File: src/rtl/fp_add_result_buffer.sv
// Result FIFO behind the floating-point adder: buffers {result, exception, tag},
// optionally canonicalises NaNs on the way out and accumulates sticky flags.
module fp_add_result_buffer #(
    parameter int exp_width  = 8,
    parameter int frac_width = 23,
    parameter int depth      = 4,
    parameter int tag_width  = 4,
    parameter bit canon_nan  = 1'b1
) (
    input  logic                              clk,
    input  logic                              rst_n,
    input  logic                              in_valid,
    output logic                              in_ready,
    input  logic [exp_width+frac_width:0]     in_result,
    input  logic [4:0]                        in_exception,
    input  logic [tag_width-1:0]              in_tag,
    output logic                              out_valid,
    input  logic                              out_ready,
    output logic [exp_width+frac_width:0]     out_result,
    output logic [4:0]                        out_exception,
    output logic [tag_width-1:0]              out_tag,
    input  logic                              flags_clear,
    output logic [4:0]                        flags,
    output logic [$clog2(depth+1)-1:0]        count
);

    localparam int w  = exp_width + frac_width + 1;
    localparam int pw = $clog2(depth);
    localparam int cw = $clog2(depth + 1);
    localparam logic [cw-1:0] depth_c = cw'(depth);
    localparam logic [w-1:0] canon_value =
        {1'b0, {exp_width{1'b1}}, 1'b1, {(frac_width-1){1'b0}}};

    logic [w-1:0]         mem_result    [depth];
    logic [4:0]           mem_exception [depth];
    logic [tag_width-1:0] mem_tag       [depth];

    logic [pw-1:0] wr_ptr, rd_ptr;
    logic [cw-1:0] count_q;
    logic [4:0]    flags_q;
    logic          push, pop;
    logic [w-1:0]  head_result;
    logic          head_is_nan;

    // Handshakes: a transfer happens on a rising edge where valid and ready are both
    // high. Both ready and valid depend only on the registered count, never on the
    // opposite side's handshake, so there is no combinational in_* -> out_* path.
    assign in_ready  = (count_q != depth_c);
    assign out_valid = (count_q != '0);
    assign push      = in_valid && in_ready;
    assign pop       = out_valid && out_ready;
    assign count     = count_q;
    assign flags     = flags_q;

    always_ff @(posedge clk) begin
        if (push) begin
            mem_result[wr_ptr]    <= in_result;
            mem_exception[wr_ptr] <= in_exception;
            mem_tag[wr_ptr]       <= in_tag;
        end
    end

    always_ff @(posedge clk or negedge rst_n) begin
        if (!rst_n) begin
            wr_ptr  <= '0;
            rd_ptr  <= '0;
            count_q <= '0;
            flags_q <= '0;
        end else begin
            if (push) wr_ptr <= wr_ptr + pw'(1);
            if (pop)  rd_ptr <= rd_ptr + pw'(1);
            case ({push, pop})
                2'b10:   count_q <= count_q + cw'(1);
                2'b01:   count_q <= count_q - cw'(1);
                default: count_q <= count_q;
            endcase
            // A clear wipes old history but the entry retiring this cycle still counts.
            if (pop)
                flags_q <= (flags_clear ? 5'b0 : flags_q) | out_exception;
            else if (flags_clear)
                flags_q <= '0;
        end
    end

    assign head_result = mem_result[rd_ptr];
    assign head_is_nan = (&head_result[w-2:frac_width]) && (|head_result[frac_width-1:0]);

    always_comb begin
        out_result    = '0;
        out_exception = '0;
        out_tag       = '0;
        if (out_valid) begin
            out_result    = (canon_nan && head_is_nan) ? canon_value : head_result;
            out_exception = mem_exception[rd_ptr];
            out_tag       = mem_tag[rd_ptr];
        end
    end

endmodule
File: config.mk
export PLATFORM = sky130hd
export DESIGN_NAME = fp_add_result_buffer
export DESIGN_NICKNAME = d
export VERILOG_FILES = /design/src/rtl/fp_add_result_buffer.sv
export SDC_FILE = /design/constraint.sdc
export NUM_CORES = 1
export LEC_CHECK = 0
export ABC_AREA = 1
export BUFFER_PORTS_ARGS = -buffer_cell sky130_fd_sc_hd__buf_2
export CORE_UTILIZATION = 50
export CTS_CLUSTER_DIAMETER = 60
export DETAILED_ROUTE_END_ITERATION = 10
export PLACE_DENSITY = 0.82
export SYNTH_ARGS = -nofsm -noshare
export SYNTH_HDL_FRONTEND = slang
export SYNTH_SLANG_ARGS = --single-unit
File: constraint.sdc
create_clock -name clk -period 8.7 [get_ports clk]
set_input_delay 0.87 -clock clk [delete_from_list [all_inputs] [get_ports clk]]
set_output_delay 0.87 -clock clk [all_outputs]
set_load 0.01 [all_outputs]
Word-level counts from Yosys, hierarchy flattened
Memory sizes are Yosys's and may differ from the RTL's.
Index checks and enable logic that the tools add are counted.
- bits in registers: 12
- bits in writable memories: 164
- bits of input ports: 46
- output and inout port bits: 51
- memories: 3
- memory list (memory ; depth ; width ; read ports ; clocked after memory_dff ; write ports ; RTL line ; source):
    mem_result ; 4 ; 32 ; 1 ; 0 ; 1 ; 34 ; logic [w-1:0] mem_result [depth];
    mem_exception ; 4 ; 5 ; 1 ; 0 ; 1 ; 35 ; logic [4:0] mem_exception [depth];
    mem_tag ; 4 ; 4 ; 1 ; 0 ; 1 ; 36 ; logic [tag_width-1:0] mem_tag [depth];
- add/subtract/negate cells: 4
- equal/unequal tests: 3
- mux-type cells: 9
- bitwise logic cells: 1
- reductions and logical operators: 7
- operators with widths (kind ; count):
    two-way mux 32 bit ; 2
    OR reduction 23 bit ; 1
    two-way mux 5 bit ; 3
    AND reduction 8 bit ; 1
    case mux 3 bit (2 select lines) ; 1
    bitwise OR 5 bit ; 1
    adder 2 x 1 -> 2 bit, second input constant ; 2
    two-way mux 4 bit ; 1
    adder 3 x 1 -> 3 bit, second input constant ; 1
    logical AND 1 bit ; 3
    != test 3 bit, second input constant ; 1
    nonzero test 3 bit ; 1
    subtractor 3 x 1 -> 3 bit, second input constant ; 1
    == test 2 x 1 -> 1 bit, second input constant ; 1
    == test 2 bit, second input constant ; 1
    two-way mux 1 bit ; 2
    nonzero test 2 bit ; 1

Longest topological paths before layout
An unclocked memory read counts as a cell.
- depth after elaboration: 5
- mapped depth: 15
- mapped depth without buffers: 12

Worst setup path before layout
No wires, ideal clock.
- path kind: input-to-reg
- start: in in_valid
- end: mem mem_exception[0][0], enable pin
- library setup time: 440 ps
- arrival time: 2779 ps
- data required time: 8260 ps
- path slack: 5482 ps
- stages on the path: 2
- path buffers: 0
- path through: nand2_1 -> nor2_1
- word-level cells in the longest chain between the ends: 3
- RTL lines (what ; RTL line ; source):
    start: declaration ; 12 ; input logic in_valid,
    logical AND 1 bit ; 50 ; assign push = in_valid && in_ready;
    two-way mux 1 bit ; 56 ; if (push) begin
    two-way mux 1 bit (implied by the code) ; 58 ; mem_exception[wr_ptr] <= in_exception;
    end: declaration ; 35 ;
No other way between the ends.

Worst setup path after layout
- start: reg rd_ptr[0]
- end: out out_result[19]
- word-level cells in the longest chain between the ends: 5
- elaborated cells between the ends (all ways): 6
- classes of those cells: 2 x mux; 3 x reduce/logical; 1 x memory
- RTL lines (what ; RTL line ; source):
    start: declaration ; 38 ; logic [pw-1:0] wr_ptr, rd_ptr;
    start signal: assignment ; 71 ; if (pop) rd_ptr <= rd_ptr + pw'(1);
    memory (4 x 32 bit) (*) ; n/a ;
    OR reduction 23 bit or AND reduction 8 bit (tied branches) ; 86 ; assign head_is_nan = (&head_result[w-2:frac_width]) && (|head_result[frac_width-1:0]);
    logical AND 1 bit ; 86 ;
    two-way mux 32 bit (*) ; 93 ; out_result = (canon_nan && head_is_nan) ? canon_value : head_result;
    two-way mux 32 bit (*) ; 92 ; if (out_valid) begin
    end: declaration ; 19 ; output logic [exp_width+frac_width:0] out_result,
Every way passes the cells marked *; elsewhere a longest branch is shown, timed or not.

==> flow_metrics.py <==
metrics = {
    "worst_setup_path": {
        "reg2reg_depth": 10,
        "cp.buffers_inverters": 4,
        "r2r_slack_ns": 6.04,
        "start_kind": "flip-flop",
        "reg2reg_from": "count[2]",
        "max_stage_delay_ns": 0.66,
        "cp_top_family": "buffers and inverters",
        "worst_setup_path_end_kind": "output port",
        "cp.arrival_ns": 3.86,
        "critPathCapture": "out_result[19]",
        "crit_start": "rd_ptr[0]",
        "slowest_stage": "buf_4",
        "required_ns": 7.83,
        "path_cells": "buf_4 -> inv_2 -> buf_4 -> nand2_1 -> nand3_1 -> nand2_1 -> nand2_1 -> nor2_1 -> nand2_1 -> nor2_1 -> nand2_1 -> nand2_1 -> nand2_2 -> nor2_1 -> buf_2",
        "criticalPathCategory": "flip-flop to output port",
        "crit_fanout": 84,
        "crit_cells": 15,
        "cp_common_cell": "nand2_1",
        "r2r-end": "count[2]",
    },
    "power_and_ir_drop": {
        "power_switching_uw": 1178,
        "p_leak_uw": 0.003251,
        "pwr-share-comb": 0.386,
        "netSwitchingFraction": 0.3754,
        "seq_power_share": 0.376,
        "max-vdd-ir-drop_v": 0.0001909,
        "p_clk_frac": 0.238,
        "p_per_area_nw_per_um2": 377.2,
        "p_int_uw": 1960,
    },
    "place": {
        "gp_congestion": 0.7572,
        "dpl.hpwl_um": 8568,
        "io_buffers": 96,
    },
    "logic_synthesis": {
        "ys_top_cells_by_area": "edfxtp_1, nand2_1, nand3_1",
        "synth-seq-area-share": 0.7374,
        "postSynthAreaPerCell_um2": 11.95,
        "synth_cell_types": 24,
        "syn_nets": 645,
        "synth_xor_area_frac": 0.004944,
        "synth_compound_area_frac": 0.02861,
        "ys_warn_count": 0,
        "synth-adder-area-share": 0.01165,
        "synth_top_family_by_area": "simple AND/OR/NAND/NOR gates",
        "synth.largest_area_cell": "edfxtp_1",
        "synth_area_um2": 7086,
        "netlist_instances": 593,
        "synth.top_cell.area_share": 0.6950,
        "synth-simple-area-share": 0.1859,
        "ys_seq_elements": 176,
        "muxShareOfSynthArea": 0.001589,
    },
    "layout": {
        "drive_above_1_share": 0.2000,
        "area.growth.synth_to_final_pct": 17.38,
        "layout.nets": 739,
        "multi_input_area_um2": 1679,
        "nFillCells": 1016,
        "seq_area_um2": 5226,
    },
    "grt": {
        "grt_max_degree": 85,
        "grt_pass1_vias": 4712,
        "grt_pass1_wl_um": 23520,
        "grt-ovfl-total": 0,
        "antenna_found_initial": 0,
        "grt_usage": 0.2148,
    },
    "timing": {
        "clock_skew_ns": 0.01626,
        "tightest_slew_ns": 0.8870,
        "relSlewSlack": 0.4078,
        "rsz0062_at_grt": "false",
        "hold_viol": 0,
        "timing.hold.ws_ns": 0.3239,
        "min_period_over_period": 0.5432,
        "fin_setup_tns_ns": 0,
        "drv_slew": 0,
        "finalCriticalPeriod_ns": 4.726,
        "clock.fmax_mhz": 211.6,
        "setup_viol": 0,
    },
    "clocking": {
        "clockBufferDepth": 2,
        "cts_tree": "done",
        "post_cts_resized": 0,
        "cts_hold_buf": 0,
        "post-cts-setup-buffers": 0,
        "clk_latency_ns": 0.42,
        "clk_pin_slew_worst_paths_ns": 0.06,
        "root_buffer": "clkbuf_16",
        "cts_buffers": 17,
        "htreeDepth": 4,
        "clock_sink_count": 176,
    },
    "floorplan": {
        "start_util": 0.5124,
        "die_width_um": 121.0,
        "coreArea_um2": 13830,
        "dieArea_um2": 14650,
        "rows": 43,
        "die_h_um": 121.0,
        "ioPinCount": 97,
    },
    "drt": {
        "drc": 0,
        "first_iter_violations": 461,
        "finalWirelength_um": 15120,
        "detail-route-antenna-nets": 0,
        "vias_per_cell": 5.411,
        "wl_per_cell_um": 17.16,
        "first_pass_iters": 7,
        "vias": 4767,
    },
    "outcome": {
        "status": "finished, final reports clean",
    },
    "job": {
        "max-cap-violations": 0,
    },
    "hold_path": {
        "hold_path_class": "input pin to asynchronous set/reset pin",
    },
}
==> metal layers <==
layer | GRT usage | vias up | wire [µm]
met5 | 0 | - | 0
met4 | 0.09877 | 0 | 367
met3 | 0.04323 | 29 | 1059
met2 | 0.3661 | 209 | 7716
met1 | 0.2636 | 2301 | 5979
li1 | - | 2228 | -
==> worst register-to-register path: cells and delay by family (launching register included) <==
kind	cells	cell delay [ns]
compound gates	2	0.26
fa+ha+maj	2	0.63
simple gates	2	0.46
flops	1	0.44
xor+xnor	1	0.21
buf+inv	3	0.58
==> final cells by class <==
class                      instances  share of cell area
sequential                       176              0.6284
multi-input combinational        371              0.2019
timing repair buffer             104             0.06499
clock buffer                      21             0.05296
tap                              180             0.02708
clock inverter                    11             0.01670
inverter                          17            0.007673
antenna                            1           0.0003009
==> cells in the mapped netlist <==
cell type and number:
xnor2_1 2, buf_1 5, buf_6 3, clkbuf_1 8, nand3_1 62, nand2_2 1
inv_1 15, o21ai_0 11, nor2_1 74, dfrtp_1 12, nand2_1 185, xor2_1 2
edfxtp_1 164, o22ai_1 6, a32o_1 5, buf_2 13, fa_1 1, ha_1 5
nand4_1 2, a21oi_1 12, nor3_2 1, inv_2 2, mux2_2 1, and2_1 1
==> layout by cell type, fill, tap and decap left out, types with 4 or more instances in the layout <==
| cell type | instances |
|---|---|
| a21oi_1 | 12 |
| a32o_1 | 5 |
| buf_2 | 96 |
| buf_4 | 8 |
| clkbuf_1 | 4 |
| clkbuf_16 | 17 |
| dfrtp_1 | 11 |
| edfxtp_1 | 164 |
| ha_1 | 5 |
| inv_1 | 15 |
| nand2_1 | 185 |
| nand3_1 | 62 |
| nor2_1 | 70 |
| nor2_4 | 4 |
| o21ai_0 | 11 |
| o22ai_1 | 6 |
==> flip-flops by register name, indices dropped and copies added (netlist names) <==
name,cells
rd_ptr,2
mem_tag,16
count,3
mem_result,128
mem_exception,20
wr_ptr,2
flags,5
==> through the flow <==
| stage | utilization | cells | setup WS [ns] | power, µW | instance area (µm²) |
|---|---|---|---|---|---|
| floorplan | - | 593 | 5.482 | 1972 | 7086 |
| global placement | 0.5594 | 848 | 4.659 | 2347 | 7735 |
| detailed placement | 0.5594 | 848 | 4.521 | 2389 | 7735 |
| CTS | 0.6013 | 880 | 4.021 | 3142 | 8314 |
| global route | 0.6013 | 880 | 3.650 | 3321 | 8314 |
| finish | 0.6015 | 881 | 3.974 | 3137 | 8317 |
==> power by group through the flow <==
stage / Combinational, µW / Clock (µW) / Sequential (µW)
4_1_cts: 1210 / 749 / 1180
6_report: 1210 / 746 / 1180
3_5_place_dp: 1190 / 0 / 1200
3_3_place_gp: 1160 / 0 / 1190
2_1_floorplan: 771 / 0 / 1200
5_1_grt: 1340 / 785 / 1190
==> cells by family after synthesis <==
logic type	after synthesis
AO/OA/AOI/OAI	34
XOR/XNOR	4
adder cells (fa/ha/maj)	6
buffers and inverters	46
flip-flops	176
multiplexers	1
AND/OR/NAND/NOR	326
==> worst min path at each step <==
stage	endpoint	slack [ns]	depth (start not counted)
floorplan	wr_ptr[1]	0.56	2
detailed placement	flags[4]	0.52	2
global placement	flags[1]	0.51	2
global route	wr_ptr[0]	0.33	1
CTS	wr_ptr[1]	0.33	1
finish	flags[3]	0.32	1
Power figures use the tool's default switching activity.
